### src/rtl/bk_multiword_add_seq_if.sv
// rtl/bk_multiword_add_seq_if.sv - operand request / result handshake bundle for the multiword add sequencer
interface bk_multiword_add_seq_if #(
    parameter int WORDS = 4
);
    localparam int W = 16 * WORDS;

    logic         in_valid;
    logic         in_ready;
    logic [W-1:0] in_a;
    logic [W-1:0] in_b;
    logic         in_sub;
    logic         in_cin;
    logic         out_valid;
    logic         out_ready;
    logic [W-1:0] out_sum;
    logic         out_cout;
    logic         out_ovf;

    modport master (
        output in_valid, in_a, in_b, in_sub, in_cin, out_ready,
        input  in_ready, out_valid, out_sum, out_cout, out_ovf
    );

    modport slave (
        input  in_valid, in_a, in_b, in_sub, in_cin, out_ready,
        output in_ready, out_valid, out_sum, out_cout, out_ovf
    );
endinterface

### src/rtl/bk_multiword_add_seq.sv
// rtl/bk_multiword_add_seq.sv - limb-serial multi-precision add/subtract driving an external 16-bit adder
module bk_multiword_add_seq #(
    parameter int WORDS = 4,
    parameter int IDX_W = 3
) (
    input  logic                  clk,
    input  logic                  rst,
    bk_multiword_add_seq_if.slave bus,
    output logic                  busy,
    output logic [15:0]           add_a,
    output logic [15:0]           add_b,
    output logic                  add_cin,
    input  logic [15:0]           add_sum,
    input  logic                  add_cout
);
    localparam int W = 16 * WORDS;
    localparam logic [IDX_W-1:0] LAST = IDX_W'(WORDS - 1);

    typedef enum logic [1:0] {IDLE, RUN, DONE} state_t;

    state_t           state, state_nx;
    logic [IDX_W-1:0] idx;
    logic             carry;
    logic             sub_q;
    logic [W-1:0]     a_q;
    logic [W-1:0]     b_q;
    logic [W-17:0]    res_q;
    logic [W-1:0]     sum_q;
    logic             cout_q;
    logic             ovf_q;
    logic             valid_q;
    logic             accept;
    logic             last;
    logic             done_hs;

    always_ff @(posedge clk) begin
        if (rst) begin
            state <= IDLE;
        end else begin
            state <= state_nx;
        end
    end

    always_comb begin
        state_nx     = state;
        accept       = 1'b0;
        last         = 1'b0;
        done_hs      = 1'b0;
        add_a        = 16'h0;
        add_b        = 16'h0;
        add_cin      = 1'b0;
        bus.in_ready = 1'b0;
        case (state)
            IDLE: begin
                bus.in_ready = 1'b1;
                if (bus.in_valid) begin
                    accept   = 1'b1;
                    state_nx = RUN;
                end
            end
            RUN: begin
                add_a   = a_q[16*idx +: 16];
                add_b   = b_q[16*idx +: 16];
                add_cin = carry;
                if (idx == LAST) begin
                    last     = 1'b1;
                    state_nx = DONE;
                end
            end
            DONE: begin
                if (bus.out_ready) begin
                    done_hs  = 1'b1;
                    state_nx = IDLE;
                end
            end
            default: state_nx = IDLE;
        endcase
    end

    // Subtraction is A + ~B + ~borrow, so B is inverted once at accept and
    // the borrow is folded into the initial carry.
    always_ff @(posedge clk) begin
        if (rst) begin
            idx     <= '0;
            carry   <= 1'b0;
            valid_q <= 1'b0;
            sum_q   <= '0;
            cout_q  <= 1'b0;
            ovf_q   <= 1'b0;
        end else begin
            if (accept) begin
                a_q   <= bus.in_a;
                b_q   <= bus.in_sub ? ~bus.in_b : bus.in_b;
                sub_q <= bus.in_sub;
                carry <= bus.in_cin ^ bus.in_sub;
                idx   <= '0;
            end
            if (state == RUN) begin
                carry <= add_cout;
                idx   <= idx + 1'b1;
                if (!last) begin
                    res_q[16*idx +: 16] <= add_sum;
                end
            end
            if (last) begin
                sum_q   <= {add_sum, res_q};
                cout_q  <= add_cout ^ sub_q;
                ovf_q   <= (a_q[W-1] == b_q[W-1]) & (add_sum[15] != a_q[W-1]);
                valid_q <= 1'b1;
            end
            if (done_hs) begin
                valid_q <= 1'b0;
            end
        end
    end

    assign bus.out_valid = valid_q;
    assign bus.out_sum   = sum_q;
    assign bus.out_cout  = cout_q;
    assign bus.out_ovf   = ovf_q;
    assign busy          = (state != IDLE);
endmodule

### src/flat_wrapper.sv
// flat-port wrapper written by rule: the top's interface ports become plain ports
module bk_multiword_add_seq_flat 
#(
    parameter int WORDS = 4,
    parameter int IDX_W = 3
)
  (clk, rst, busy, add_a, add_b, add_cin, add_sum, add_cout, bus_in_valid, bus_in_a, bus_in_b, bus_in_sub, bus_in_cin, bus_out_ready, bus_in_ready, bus_out_valid, bus_out_sum, bus_out_cout, bus_out_ovf);
  bk_multiword_add_seq_if #(.WORDS(WORDS)) bus_i ();
  input  logic clk;
  input  logic rst;
  output logic busy;
  output logic [15:0] add_a;
  output logic [15:0] add_b;
  output logic add_cin;
  input  logic [15:0] add_sum;
  input  logic add_cout;
  input wire logic [$bits(bus_i.in_valid)-1:0] bus_in_valid;
  input wire logic [$bits(bus_i.in_a)-1:0] bus_in_a;
  input wire logic [$bits(bus_i.in_b)-1:0] bus_in_b;
  input wire logic [$bits(bus_i.in_sub)-1:0] bus_in_sub;
  input wire logic [$bits(bus_i.in_cin)-1:0] bus_in_cin;
  input wire logic [$bits(bus_i.out_ready)-1:0] bus_out_ready;
  output wire logic [$bits(bus_i.in_ready)-1:0] bus_in_ready;
  output wire logic [$bits(bus_i.out_valid)-1:0] bus_out_valid;
  output wire logic [$bits(bus_i.out_sum)-1:0] bus_out_sum;
  output wire logic [$bits(bus_i.out_cout)-1:0] bus_out_cout;
  output wire logic [$bits(bus_i.out_ovf)-1:0] bus_out_ovf;
  assign bus_i.in_valid = bus_in_valid;
  assign bus_i.in_a = bus_in_a;
  assign bus_i.in_b = bus_in_b;
  assign bus_i.in_sub = bus_in_sub;
  assign bus_i.in_cin = bus_in_cin;
  assign bus_i.out_ready = bus_out_ready;
  assign bus_in_ready = bus_i.in_ready;
  assign bus_out_valid = bus_i.out_valid;
  assign bus_out_sum = bus_i.out_sum;
  assign bus_out_cout = bus_i.out_cout;
  assign bus_out_ovf = bus_i.out_ovf;
  bk_multiword_add_seq #(.WORDS(WORDS), .IDX_W(IDX_W)) u_core (.clk(clk), .rst(rst), .bus(bus_i), .busy(busy), .add_a(add_a), .add_b(add_b), .add_cin(add_cin), .add_sum(add_sum), .add_cout(add_cout));
endmodule
### config.mk
export PLATFORM = sky130hd
export DESIGN_NAME = bk_multiword_add_seq_flat
export DESIGN_NICKNAME = d
export VERILOG_FILES = /design/src/rtl/bk_multiword_add_seq_if.sv /design/src/rtl/bk_multiword_add_seq.sv /design/src/flat_wrapper.sv
export SDC_FILE = /design/constraint.sdc
export NUM_CORES = 1
export LEC_CHECK = 0
export ABC_AREA = 1
export CORE_MARGIN = 2
export CORE_UTILIZATION = 25
export DETAILED_ROUTE_END_ITERATION = 6
export GPL_ROUTABILITY_DRIVEN = 1
export GPL_TIMING_DRIVEN = 0
export PLACE_DENSITY_LB_ADDON = 0.12
export SLEW_MARGIN = 20
export SYNTH_ARGS = -nofsm -noshare
export SYNTH_HDL_FRONTEND = slang
export SYNTH_SLANG_ARGS = --single-unit
### constraint.sdc
create_clock -name clk -period 8.6 [get_ports clk]
set_input_delay 0.86 -clock clk [delete_from_list [all_inputs] [get_ports clk]]
set_output_delay 0.86 -clock clk [all_outputs]
set_load 0.005 [all_outputs]
# == Word level (Yosys, flattened, before mapping) ==
# Cells that the tools add are included.
# totals
register_bits,250
output_inout_bits,102
input_bits,151
# classes
shift,4
n_mux,20
bitwise,6
reduce_logical,7
eq_ne,8
n_addsub,2
# ops
cell,count
64-bit by 8-bit variable part select with 16-bit output,2
64-bit 2-to-1 mux,1
64-bit inverter,1
48-bit bitwise mux,1
16-bit by 34-bit variable shift with 48-bit output (first input constant),1
16-bit by 34-bit variable part select with 48-bit output,1
7-bit negator with 34-bit output,1
16-bit 2-to-1 mux,2
1-bit 2-to-1 mux,10
2-bit 2-to-1 mux,3
3-bit 2-to-1 mux,2
2-bit case mux with 3 select lines,1
3-bit AND reduction,2
2-bit inequality test (second input constant),2
2-bit nonzero test,2
3-bit by 1-bit adder with 3-bit output (second input constant),1
3-bit by 2-bit == test with 1-bit output (second input constant),1
2-bit by 1-bit == test with 1-bit output (second input constant),1
2-bit == test (second input constant),1
2-bit logical NOT,1
2-bit by 1-bit inequality test with 1-bit output (second input constant),1
1-bit inverter,2
2-bit AND reduction,1
2-bit OR reduction,1
other kinds (4),5

# == Longest topological paths before layout ==
# Gate-level depths: netlist of the first run.
# depth
word_depth,5
mapped_depth,11
depth_no_buf,8

# == Least setup slack after synthesis of the first run ==
# No wires, ideal clock.
# synth_timing
path_type,input to register
startpoint,in bus_in_valid
endpoint,"reg u_core.a_q[0], enable pin"
setup_slack_ps,1527
path_buffers,0
arrival_time_ps,6453
required_time_ps,7980
setup_ps,620
path_stages,4
path_cell_list,inv_1 nor2_1 inv_1 nor2_1
# synth_via
elab_chain_len,3
# synth_rtl
item,line,source
from (decl),flat_wrapper.sv:17,input wire logic [$bits(bus_i.in_valid)-1:0] bus_in_valid;
1-bit 2-to-1 mux,bk_multiword_add_seq.sv:56,if (bus.in_valid) begin
1-bit 2-to-1 mux,bk_multiword_add_seq.sv:53,case (state)
2-bit AND reduction (no source line),n/a,
to (signal assigned),bk_multiword_add_seq.sv:92,a_q <= bus.in_a;
to (decl),bk_multiword_add_seq.sv:25,logic [W-1:0] a_q;
# No other way between the ends.
# A chain may end at the register's enable or synchronous reset.

# == Worst setup path in the final report of the first run ==
# layout_timing
startpoint,reg u_core.idx[0]
endpoint,out add_a[10]
# layout_via
elab_chain_len,2
# layout_rtl
item,line,source
from (decl),bk_multiword_add_seq.sv:22,logic [IDX_W-1:0] idx;
from (signal assigned),bk_multiword_add_seq.sv:100,idx <= idx + 1'b1;
64-bit by 8-bit variable part select with 16-bit output,bk_multiword_add_seq.sv:62,add_a = a_q[16*idx +: 16];
16-bit 2-to-1 mux,bk_multiword_add_seq.sv:53,
to (decl),flat_wrapper.sv:12,output logic [15:0] add_a;
# No other way between the ends.

==> results of run 1 <==
cells by family after synthesis:
group / Yosys count / share of synthesized area
simple gates: 348 / 0.1400
buf+inv: 95 / 0.04887
flops: 250 / 0.6667
fa+ha+maj: 4 / 0.004924
xor+xnor: 65 / 0.05601
compound gates: 168 / 0.08358
state kept, by name, summed over array words and instances (netlist names):
register	flops
u_core.a_q	64
u_core.sub_q	1
u_core.bus.out_sum	64
u_core.bus.out_ovf	1
u_core.b_q	64
u_core.bus.out_valid	1
u_core.idx	3
u_core.state	2
u_core.res_q	48
u_core.carry	1
u_core.bus.out_cout	1
synth_stat cells, types with 2 or more instances:
master    count  share of area
nor2_1      279           0.10
edfxtp_1    177           0.52
o21ai_0     120          0.059
dfxtp_1      73           0.14
xor2_1       65          0.056
a21oi_1      35          0.017
inv_1        35          0.013
buf_2        22          0.011
nand2_1      20         0.0074
nor2_2       20          0.012
nor3_1       17         0.0084
buf_4        10         0.0074
o21ai_1      10         0.0049
buf_6         9          0.010
clkbuf_1      9         0.0033
clkbuf_2      6         0.0030
nand3_1       6         0.0030
ha_1          4         0.0049
inv_2         3         0.0011
nand2_2       2         0.0012
o211ai_1      2         0.0015
power by group:
part	switching (mW)	internal (mW)	leakage, nW
Sequential	0.00872	1.33	2.23
Combinational	0.150	0.139	2.70
Clock	0.507	0.738	0.491
Total	0.666	2.21	5.42
worst paths after layout:
kind                            endpoint             start  cells after the start
setup / recovery               add_a[10]     u_core.idx[0]                      6
hold / removal    u_core.bus.out_sum[46]  u_core.res_q[46]                      2
setup reg to reg        u_core.res_q[36]     u_core.idx[0]                     11
hold reg to reg   u_core.bus.out_sum[46]  u_core.res_q[46]                      2
area by class of cell:
| cell class | count | share of cell area |
|---|---|---|
| Multi-Input combinational cell | 585 | 0.2004 |
| Tap cell | 525 | 0.04528 |
| Antenna cell | 1 | 0.0001725 |
| Inverter | 38 | 0.009833 |
| Clock buffer | 38 | 0.05960 |
| Clock inverter | 19 | 0.008194 |
| Timing Repair Buffer | 259 | 0.1850 |
| Sequential cell | 250 | 0.4671 |
| Buffer | 57 | 0.02441 |
metrics by stage:
step / setup WS (ps) / util / setup TNS [ps]
after global placement: -1979 / 0.3343 / -253670
after CTS: 5169 / 0.3634 / 0
final: 5244 / 0.3634 / 0
after detailed placement: 5489 / 0.3387 / 0
after global routing: 5038 / 0.3634 / 0
after floorplan: 1527 / - / 0
layout by cell type, fill, tap and decap left out, drive strengths merged:
master / n
a21oi: 36
buf: 49
bufinv: 1
clkbuf: 53
clkdlybuf4s50: 252
clkinv: 17
clkinvlp: 1
dfxtp: 73
diode: 1
edfxtp: 177
ha: 4
inv: 38
nand2: 23
nand3: 6
nor2: 300
nor3: 18
o211ai: 2
o21ai: 130
or2: 1
xor2: 65
worst max-delay path, cell delays in order, from the launching register on:
cell	delay, ps
dfxtp_1	320
buf_4	170
inv_2	60
clkbuf_1	420
o21ai_0	170
a21oi_1	240
clkdlybuf4s50_1	570
layer usage:
layer / vias to the layer above / global-route usage
li1: 3708 / -
met1: 3346 / 0.1821
met2: 207 / 0.2451
met3: 55 / 0.04324
met4: 12 / 0.03546
met5: - / 0
==> impl_metrics.toml, run 1 <==
[job]
drv_cap = 0

[floorplanning]
rows = 73
die_w_um = 205.6
core_area_mm2 = 0.03991
start_util = 0.2547
die_area_mm2 = 0.04229
num_io_pins = 253
fp.dieH_um = 205.6

[layout]
final_nets = 1377
n_fill_cell = 4015
area.sequential_mm2 = 0.006777
fin_cells = 1772
syn_to_final_growth_pct = 42.71
final_layout_size_suffix_gt1_frac = 0.1091
multi_input_area_mm2 = 0.002907
final_area_mm2 = 0.01451

[yosys]
synth_cells = 930
synth_cell_types = 27
syn_area_per_cell_um2 = 10.93
ys_seq_area_frac = 0.6667
syn_area_mm2 = 0.01016
ys_seq_elements = 250
yosys_warnings = 0
synth_edf_count = 177
synth_flop_cell = "edfxtp_1"
async_flop_share = 0
syn_nets = 1085

[worst_setup_path]
cp-start-kind = "flop"
worstPathArrival_ps = 2500
crit_type = "flop to primary output"
rrSetupSlack_ps = 5660
cp_max_fo = 10
endpoint_kind = "primary output"
cp.required_ps = 7740

[cts]
clk-insertion-delay-late_ps = 560
cts-root-buf = "clkbuf_16"
cts_made_buffers = 31
cts-htree-levels = 1
clk_pin_slew_ps = 60
cts-resized-gates = 0
cts_tree = "done"
post_cts_buffers = 0
cts_hold_buffers = 0
clockBufferDepth = 3
cts.sinks = 250

[run_status]
status = "finished, final reports clean"

[placed_design]
post-dp-hpwl_um = 22780
io_buffers = 252
placed_cell_area_mm2 = 0.01352
globalplace.congestion = 0.7670
dp_cells = 1714

[routing]
top_layer = "met5"
wl_met3_um = 2317
finalWirelength_um = 30860
drt_iter0_drc = 342
wl_per_cell_um = 17.41
drc = 0
dr_wl_met2_um = 14460
ant_nets = 0
wl_met1_um = 13300
firstDrtPassIters = 4
vias_per_cell = 4.135
vias = 7328

[sta]
relSlewSlack = 0.4668
skew_ps = 9.560
hold_viol = 0
period_share = 0.3903
setup_violations = 0
rsz0062_at_grt = "false"
hold_ws_ps = 473.6
min_period_ps = 3356
slew_viol_final = 0
fmax_mhz = 298.0
tightest_slew_ps = 798.9

[grt]
antenna_found_initial = 7
first_global_vias = 7502
grt_max_degree = 27
grt-ovfl-total = 0
grt_pass1_wl_um = 45900
grt_util_all_layers = 0.1454

[power]
p_leak_nw = 5.424
pwr_density_cell_mw_per_mm2 = 198.3
ir_worst_vdd_mv = 0.1427
total_power_mw = 2.877

[hold_path]
hp-class = "flop to flop"
(Power assumes the default switching activity.)
==> inputs of run 2 (changes only) <==
clock period = 3.3 ns   (was 8.6 ns; I/O delays follow)
==> run 2 against run 1 <==
  * Via count down 0.30%
  * Count of clock-buffer cells in the layout up 5
  * Register-to-register slack worse by 5300 ps
  * Global-route usage about the same
  * Critical path type is now flop to flop
  * Final area down 0.33%
==> impl_metrics.toml, run 2 (synthesis results as in run 1) <==
[sta]
period_share = 0.9054
fmax_mhz = 334.7
slew_viol_final = 0
min_period_ps = 2988
setup_violations = 0
fin_ws_ps = 312.3
relSlewSlack = 0.4700
tightest_slew_ps = 794.1
hold_viol = 0
rsz0062_at_grt = "false"
skew_ps = 9.809

[cts]
cts_made_buffers = 30
cts-htree-levels = 1
clk_pin_slew_ps = 60
post_cts_buffers = 0
cts_tree = "done"
cts_hold_buffers = 0
cts-resized-gates = 0
clockBufferDepth = 3
clk-insertion-delay-late_ps = 550
cts-root-buf = "clkbuf_16"
cts.sinks = 250

[worst_setup_path]
crit_type = "flop to flop"
endpoint_kind = "flop"
cp.required_ps = 3470
worstPathArrival_ps = 3160
reg2reg_from = "u_core.idx[0]"
cp-start-kind = "flop"
r2r_cells = 11
r2r-end = "u_core.res_q[32]"
cp_max_fo = 16
rrSetupSlack_ps = 310

[routing]
finalWirelength_um = 31170
firstDrtPassIters = 4
drt_iter0_drc = 403
ant_nets = 0
drc = 0
vias = 7306
wl_per_cell_um = 17.62
vias_per_cell = 4.130

[grt]
grt_util_all_layers = 0.1455
grt_max_degree = 26
grt-ovfl-total = 0
first_global_vias = 7630
grt_pass1_wl_um = 46230
antenna_found_initial = 6

[floorplanning]
start_util = 0.2547
rows = 73
fp.dieH_um = 205.6
num_io_pins = 253
die_area_mm2 = 0.04229
die_w_um = 205.6
core_area_mm2 = 0.03991

[placed_design]
dp_cells = 1713
post-dp-hpwl_um = 22930
io_buffers = 252
place_ws_ps = 294.3
globalplace.congestion = 0.7534

[hold_path]
hp-start = "bus_in_a[48]"
hp-class = "input port to flop"
hold_depth = 1
hold_end = "u_core.a_q[48]"

[layout]
fin_cells = 1769
final_layout_size_suffix_gt1_frac = 0.1021
mostFrequentLayoutCells = "nor2_1 (275), clkdlybuf4s50_1 (252), edfxtp_1 (177)"
final_nets = 1375
n_fill_cell = 4023
multi_input_area_mm2 = 0.002907
area.sequential_mm2 = 0.006777
syn_to_final_growth_pct = 42.25
antennaDiodeCount = 0
final_common_cell = "nor2_1"

[power]
ir_worst_vdd_mv = 0.3453
p_leak_nw = 5.394
total_power_mw = 7.485
pwr_density_cell_mw_per_mm2 = 517.7

[run_status]
status = "finished, final reports clean"

[job]
drv_cap = 0
[run 2: changes by cell type in the layout (fill, tap and decap cells not counted), moves of 2 or more]
cell,previous run,this run
clkbuf_16,33,31
clkbuf_1,12,17
clkbuf_8,2,4
clkinv_2,10,3
clkinv_1,6,8
[run 2: metal layers]
layer	track usage	share of wire	wire length, um	up-vias
li1	-	-	-	3697
met1	0.1886	0.44	13860	3349
met2	0.2401	0.46	14300	210
met3	0.04292	0.076	2379	44
met4	0.03083	0.019	585	6
met5	0	0.0012	36	-
[run 2: final cells by class]
class | instances | area share
Multi-Input combinational cell | 585 | 0.2010
Sequential cell | 250 | 0.4687
Inverter | 38 | 0.009865
Tap cell | 525 | 0.04543
Buffer | 57 | 0.02449
Clock buffer | 43 | 0.05954
Timing Repair Buffer | 258 | 0.1837
Clock inverter | 13 | 0.007269
[run 2: worst max-delay path by stage]
stage / start / end / slack, ps
finish: u_core.idx[0] / u_core.res_q[32] / 310
global route: u_core.idx[0] / u_core.res_q[38] / 110
CTS: u_core.idx[0] / u_core.res_q[38] / 270
detailed placement: u_core.idx[0] / u_core.res_q[33] / 290
global placement: rst / u_core.a_q[5] / -1150
floorplan: u_core.state[0] / u_core.a_q[0] / 290
[run 2: stage by stage]
stage	setup TNS [ps]	hold WS (ps)	cell area (um2)	util
2_1_floorplan	0	392.4	10170	-
3_3_place_gp	-149340	456.1	13350	0.3345
3_5_place_dp	0	461.0	13490	0.3380
4_1_cts	0	299.6	14460	0.3622
5_1_grt	0	308.1	14460	0.3622
6_report	0	333.5	14460	0.3622
[run 2: power by group]
part	switching, mW	total (mW)	internal (mW)
Clock	1.29	3.23	1.95
Combinational	0.390	0.749	0.358
Sequential	0.0234	3.50	3.48
[run 2: critical path: stages (launching register included)]
cell and delay (ps):
dfxtp_1 340, buf_4 180, inv_2 50, buf_4 170, buf_2 220, ha_1 230
ha_1 290, nand2_1 60, inv_1 80, nand2_2 130, buf_2 230, nor2_2 640
